`src/rtl/led_chain_defs.sv`:
```
// Shared state encodings and default sizing for the LED shift-chain transmitter.
package led_chain_defs;

  localparam logic [1:0] ST_IDLE     = 2'd0;
  localparam logic [1:0] ST_SHIFT_LO = 2'd1;
  localparam logic [1:0] ST_SHIFT_HI = 2'd2;
  localparam logic [1:0] ST_LATCH    = 2'd3;

  localparam int N_LEDS_DEF  = 18;
  localparam int CLK_DIV_DEF = 2;

endpackage

```
`src/rtl/led_chain_tick.sv`:
```
// Half-period divider: 1-cycle tick every CLK_DIV enabled cycles, count cleared while disabled.
// Tick is combinational from the count register; no backpressure.
module led_chain_tick #(
  parameter int CLK_DIV = 2
) (
  input  logic clk,
  input  logic rst,
  input  logic en,
  output logic tick
);

  localparam int              CW   = $clog2(CLK_DIV) + 1;
  localparam logic [CW-1:0]   LAST = CW'(CLK_DIV - 1);

  logic [CW-1:0] div_cnt;

  assign tick = en && (div_cnt == LAST);

  always_ff @(posedge clk or negedge rst) begin
    if (!rst) begin
      div_cnt <= '0;
    end else if (!en || tick) begin
      div_cnt <= '0;
    end else begin
      div_cnt <= div_cnt + CW'(1);
    end
  end

endmodule

```
`src/rtl/led_chain_shifter.sv`:
```
// Serialises one N_LEDS frame MSB-first onto a 595-style chain, then pulses rclk; frame_ready
// drops for (2*N_LEDS+1)*CLK_DIV cycles per frame and frames offered meanwhile are not taken.
module led_chain_shifter
  import led_chain_defs::*;
#(
  parameter int N_LEDS  = N_LEDS_DEF,
  parameter int CLK_DIV = CLK_DIV_DEF
) (
  input  logic              clk,
  input  logic              rst,
  input  logic [N_LEDS-1:0] frame_data,
  input  logic              frame_valid,
  output logic              frame_ready,
  output logic              ser,
  output logic              srclk,
  output logic              rclk,
  output logic              busy
);

  localparam int            BW       = $clog2(N_LEDS);
  localparam logic [BW-1:0] LAST_BIT = BW'(N_LEDS - 1);

  logic [1:0]        state;
  logic [N_LEDS-1:0] shreg;
  logic [BW-1:0]     bit_cnt;
  logic              tick;

  led_chain_tick #(
    .CLK_DIV(CLK_DIV)
  ) u_tick (
    .clk  (clk),
    .rst  (rst),
    .en   (state != ST_IDLE),
    .tick (tick)
  );

  always_ff @(posedge clk or negedge rst) begin
    if (!rst) begin
      state       <= ST_IDLE;
      shreg       <= '0;
      bit_cnt     <= '0;
      ser         <= 1'b0;
      srclk       <= 1'b0;
      rclk        <= 1'b0;
      busy        <= 1'b0;
      frame_ready <= 1'b1;
    end else begin
      case (state)
        ST_IDLE: begin
          if (frame_valid && frame_ready) begin
            shreg       <= frame_data;
            bit_cnt     <= '0;
            ser         <= frame_data[N_LEDS-1];
            frame_ready <= 1'b0;
            busy        <= 1'b1;
            state       <= ST_SHIFT_LO;
          end
        end
        ST_SHIFT_LO: begin
          if (tick) begin
            srclk <= 1'b1;
            state <= ST_SHIFT_HI;
          end
        end
        ST_SHIFT_HI: begin
          if (tick) begin
            srclk <= 1'b0;
            if (bit_cnt == LAST_BIT) begin
              rclk  <= 1'b1;
              state <= ST_LATCH;
            end else begin
              // rotate rather than shift: only the MSB side is ever put on ser
              shreg   <= {shreg[N_LEDS-2:0], shreg[N_LEDS-1]};
              bit_cnt <= bit_cnt + BW'(1);
              ser     <= shreg[N_LEDS-2];
              state   <= ST_SHIFT_LO;
            end
          end
        end
        ST_LATCH: begin
          if (tick) begin
            rclk        <= 1'b0;
            busy        <= 1'b0;
            frame_ready <= 1'b1;
            state       <= ST_IDLE;
          end
        end
        default: state <= ST_IDLE;
      endcase
    end
  end

endmodule

```
`config.mk`:
```
export PLATFORM = sky130hd
export DESIGN_NAME = led_chain_shifter
export DESIGN_NICKNAME = d
export VERILOG_FILES = /design/src/rtl/led_chain_defs.sv /design/src/rtl/led_chain_tick.sv /design/src/rtl/led_chain_shifter.sv
export SDC_FILE = /design/constraint.sdc
export NUM_CORES = 1
export LEC_CHECK = 0
export ABC_AREA = 1
export CAP_MARGIN = 40
export CELL_PAD_IN_SITES_DETAIL_PLACEMENT = 0
export CELL_PAD_IN_SITES_GLOBAL_PLACEMENT = 1
export CORE_UTILIZATION = 41
export CTS_CLUSTER_DIAMETER = 100
export DETAILED_ROUTE_END_ITERATION = 10
export PLACE_DENSITY = 0.91
export SLEW_MARGIN = 20
export SYNTH_ARGS = -nofsm -noshare
export SYNTH_HDL_FRONTEND = slang
export SYNTH_HIERARCHICAL = 1
export SYNTH_SLANG_ARGS = --single-unit
export TNS_END_PERCENT = 50
```
`constraint.sdc`:
```
create_clock -name clk -period 4.01 [get_ports clk]
set_clock_uncertainty 0.2 [all_clocks]
set_input_delay 0.802 -clock clk [delete_from_list [all_inputs] [get_ports clk]]
set_output_delay 0.802 -clock clk [all_outputs]
set_load 0.02 [all_outputs]
```
After elaboration in Yosys (flattened, before gate mapping)
Cells that the tools add are included.

Multiplexer cells: 29. Reductions and logical operators: 15. Eq/ne operators: 11. Add/sub/neg operators: 2.

Operators with widths (number): $mux 18 (3); $pmux 18 s2 (1); $mux 5 (3); $mux 2 (6); $reduce_and 4->1 (3); $pmux 1 s2 (5); $pmux 5 s2 (1); $reduce_bool 2->1 (5); $mux 1 (9); $pmux 2 s4 (1); $ne 2x1->1 const B (3); $ne 2x2->1 const B (3); $reduce_and 3->1 (2); $add 5x1->5 const B (1); $eq 5x5->1 const B (1); $eq 2x1->1 const B (2); $eq 2x2->1 const B (2); $add 2x1->2 const B (1); $logic_and 1x1->1 (2); $logic_not 2->1 (1); $logic_not 1->1 (1); $logic_or 1x1->1 (1).

Output and inout bits: 5. Input port bits: 21. Flip-flop bits (word level): 32.

Depth between registers and ports, before layout
Word-level depth: 4. Gate-level depth with buffers: 11. Mapped depth without buffers: 10.

Cells and area by module
The synthesis kept the hierarchy.

By module, submodules not included: led_chain_shifter (cells each 209, seq. area each 726.9 um^2, times used 1, area each 1505.2 um^2); led_chain_tick (cells each 10, seq. area each 50.0 um^2, times used 1, area each 88.8 um^2).

Least setup slack after synthesis
Ideal clock, no wire load.

Kind: in2reg. From: input port frame_valid. To: register ser. Arrival time: 1.446 ns. Path slack: 2.247 ns. Cell stages on the path: 9. Data required time: 3.694 ns. Cell sequence: nand2_1 > inv_1 > nand2_1 > nand2_1 > nand2_4 > inv_4 > buf_6 > nand2_1 > nand2_1.

Longest elaborated chain between the ends: 3.

Ends and longest elaborated chain: start: declaration (RTL line led_chain_shifter.sv:12) `input logic frame_valid,`; $logic_and 1x1->1 (RTL line led_chain_shifter.sv:50) `if (frame_valid && frame_ready) begin`; $ne 2x2->1 (no line); $reduce_and 4->1 (no line); end signal: assignment (RTL line led_chain_shifter.sv:53) `ser <= frame_data[N_LEDS-1];`; end signal: assignment (RTL line led_chain_shifter.sv:75) `ser <= shreg[N_LEDS-2];`; end: declaration (RTL line led_chain_shifter.sv:14) `output logic ser,`.

No other way between the ends. A chain may end at the register's enable or synchronous reset.

Worst setup path in the final report
From: register frame_ready. To: output port frame_ready.

RTL lines: start: declaration (RTL line led_chain_shifter.sv:13) `output logic frame_ready,`; start signal: assignment (RTL line led_chain_shifter.sv:46) `frame_ready <= 1'b1;`; start signal: assignment (RTL line led_chain_shifter.sv:54) `frame_ready <= 1'b0;`; start signal: assignment (RTL line led_chain_shifter.sv:84) `frame_ready <= 1'b1;`.

No word-level cell between the ends.

==> flow_summary_export.csv <==
group,metric,value,unit
status,status,"complete, no violations",
timing,worstMarginPinSlew,0.557,ns
clocking,cts_hold_buffers,0,
setup_path,crit_type,"reg -> out",
layout,diodes,0,
setup_path,cp.buffers_inverters,1,
drt,firstDrtPassIters,4,
floorplanning,die_h,64.4,um
setup_path,crit_path_max_fanout,3,
drt,drt-wirelength-per-cell,10.5,um
place,dp_hpwl,2.04,mm
floorplanning,start_util,43.2,%
floorplanning,ios,26,
setup_path,startpoint_type,"flop",
power,p_comb_share,35.6,%
timing,holdWs,0.241,ns
logic_synthesis,ys_types,24,
floorplanning,die_area,0.00414,mm^2
floorplanning,rows,22,
layout,area_delta_synth_final,22.1,%
setup_path,end_kind,"output port",
drt,num_vias,1339,
setup_path,worstPathCellList,"clkdlybuf4s50_1",
global_routing,antenna_found_initial,0,
power,clkPwrFrac,20.2,%
timing,setup-tns-final,0,ns
global_routing,grt_max_degree,32,
logic_synthesis,syn_nets,243,
clocking,clkLatencyLatePin,0.28,ns
power,power_density,591,mW/mm^2
clocking,clkTransAtPathRegs,0.07,ns
power,p_seq_share,44.3,%
power,p_leak,0.00102,uW
power,p_sw,443,uW
drt,drc,0,
clocking,root_buffer,"clkbuf_8",
clocking,cts_setup_buffers,0,
floorplanning,core_area,0.00369,mm^2
clocking,cts_htree_levels,2,
clocking,cts.path.max_buffers,2,
setup_path,cp.arrival,1.41,ns
timing,finalHoldViolCount,0,
setup_path,cp.required,3.01,ns
global_routing,gr-total-overflow,0,
layout,drive_gt1_share,6.12,%
power,peakVddDrop,0.243,mV
logic_synthesis,ys_warn_count,6,
power,swShare,38.5,%
floorplanning,die_x,64.4,um
power,intPower,707,uW
clocking,cts_made_buffers,5,
layout,final_nets,268,
timing,rsz0062_at_grt,"false",
flow_run,drv_cap,0,
logic_synthesis,ys_seq_area_share,48.7,%
global_routing,grt_pass1_vias,1230,
drt,drt-total-wl,3.08,mm
power,total_power,1150,uW
clocking,cts_tree,"yes",
drt,viasPerCell,4.57,
global_routing,grt_util_all_layers,17.9,%
timing,max_slew_margin,62.8,%
logic_synthesis,synth_cells,219,
logic_synthesis,synth_seq_cells,31,
place,port_buffers,25,
clocking,ctsResizeCount,0,
timing,fmax,0.414,GHz
clocking,clock_sinks,31,
drt,drt_iter0_markers,73,
timing,period_share,60.2,%
timing,maxSlewViolCount,0,
global_routing,grt_first_pass_wirelength,5.55,mm
timing,finalSetupViolCount,0,
setup_path,path_delay_family,"buffers and inverters",
min_path,holdCritPathClass,"reg -> reg",
drt,postRouteAntennaNets,0,
logic_synthesis,avgSynthCellArea,7.28,um^2
place,place_congestion,0.790,
setup_path,slowest_delay,0.59,ns
setup_path,slowest_stage,"clkdlybuf4s50_1",
timing,post-route-min-period,2.42,ns
logic_synthesis,syn-cell-area,0.00159,mm^2
==> cell usage in the layout, fill, tap and decap left out <==
master,synthesis,layout
buf_4,1,1
o31ai_1,1,1
inv_2,3,3
inv_4,1,1
or2_0,2,2
xnor2_1,1,1
clkbuf_8,0,5
clkdlybuf4s50_1,0,25
a21oi_1,1,1
ha_1,3,3
dfrtp_1,30,30
o21ai_1,1,1
inv_1,12,12
nand3_1,6,6
o21ai_0,7,7
nor2_4,1,1
dfstp_2,1,1
nand2_1,129,129
nor2_1,6,6
nand2_4,1,1
clkinv_2,0,1
nand3_2,1,1
clkbuf_1,1,2
nand4_1,3,3
o211ai_1,1,1
==> logic make-up (layout without fill, tap and decap cells) <==
family | count (synthesis) | in the layout | synth area share [%]
compound gates | 11 | 11 | 3.77
xor+xnor | 1 | 1 | 0.550
fa+ha+maj | 3 | 3 | 2.36
buf+inv | 24 | 50 | 6.91
flops | 31 | 31 | 48.7
simple gates | 149 | 149 | 37.7
==> cell type report <==
cell class                      count  area (um^2)
Fill cell                         379         1740
Clock inverter                      1         5.00
Clock buffer                        7         76.3
Tap cell                           48         60.1
Multi-Input combinational cell    164          707
Timing Repair Buffer               26          258
Sequential cell                    31          777
Inverter                           16         62.6
==> power groups by stage <==
stage / clock (uW) / combinational, uW / sequential [uW]
floorplan: 0 / 291 / 516
global placement: 0 / 410 / 509
detailed placement: 0 / 415 / 513
CTS: 239 / 418 / 508
global route: 257 / 483 / 526
finish: 232 / 409 / 509
==> cell usage after synthesis (all sizes together) <==
master	n	area, um^2
buf	7	43.8
a21oi	1	5.00
clkbuf	1	3.75
nand2	130	495
dfstp	1	26.3
inv	16	62.6
nand3	7	40.0
or2	2	12.5
o31ai	1	7.51
xnor2	1	8.76
o211ai	1	7.51
nor2	7	33.8
dfrtp	30	751
o21ai	8	40.0
nand4	3	18.8
ha	3	37.5
==> path summary, 6_finish.rpt <==
path / startpoint / to / slack, ns / cells past startpoint
min in group asynchronous: rst / busy$_DFFE_PN0P_ / 0.71 / 2
hold / removal: u_tick/div_cnt[0]$_DFF_PN0_ / u_tick/div_cnt[0]$_DFF_PN0_ / 0.24 / 1
setup reg to reg: state[1]$_DFFE_PN0P_ / shreg[11]$_DFFE_PN0P_ / 1.96 / 7
hold reg to reg: u_tick/div_cnt[0]$_DFF_PN0_ / u_tick/div_cnt[0]$_DFF_PN0_ / 0.24 / 1
max in group asynchronous: rst / frame_ready$_DFFE_PN1P_ / 2.58 / 2
setup / recovery: frame_ready$_DFFE_PN1P_ / frame_ready / 1.59 / 1
==> per-layer routing <==
metal | track usage (%) | share of wire [%]
met1 | 22.9 | 49
met4 | 7.50 | 1.8
met2 | 27.4 | 45
met5 | 0 | 0
met3 | 5.89 | 3.6
==> through the flow <==
stage,util [%],setup WS [ns],cell area [um^2],std cells
2_1_floorplan,-,2.25,1590,219
3_3_place_gp,50.5,1.61,1860,285
3_5_place_dp,50.5,1.59,1860,285
4_1_cts,52.7,1.58,1950,293
5_1_grt,52.7,1.55,1950,293
6_report,52.7,1.59,1950,293
==> flip-flops by register name, indices dropped and copies added, names as in the netlist <==
signal          count
rclk                1
u_tick/div_cnt      2
ser                 1
bit_cnt             5
srclk               1
busy                1
frame_ready         1
state               2
shreg              17
(Power assumes the default switching activity.)
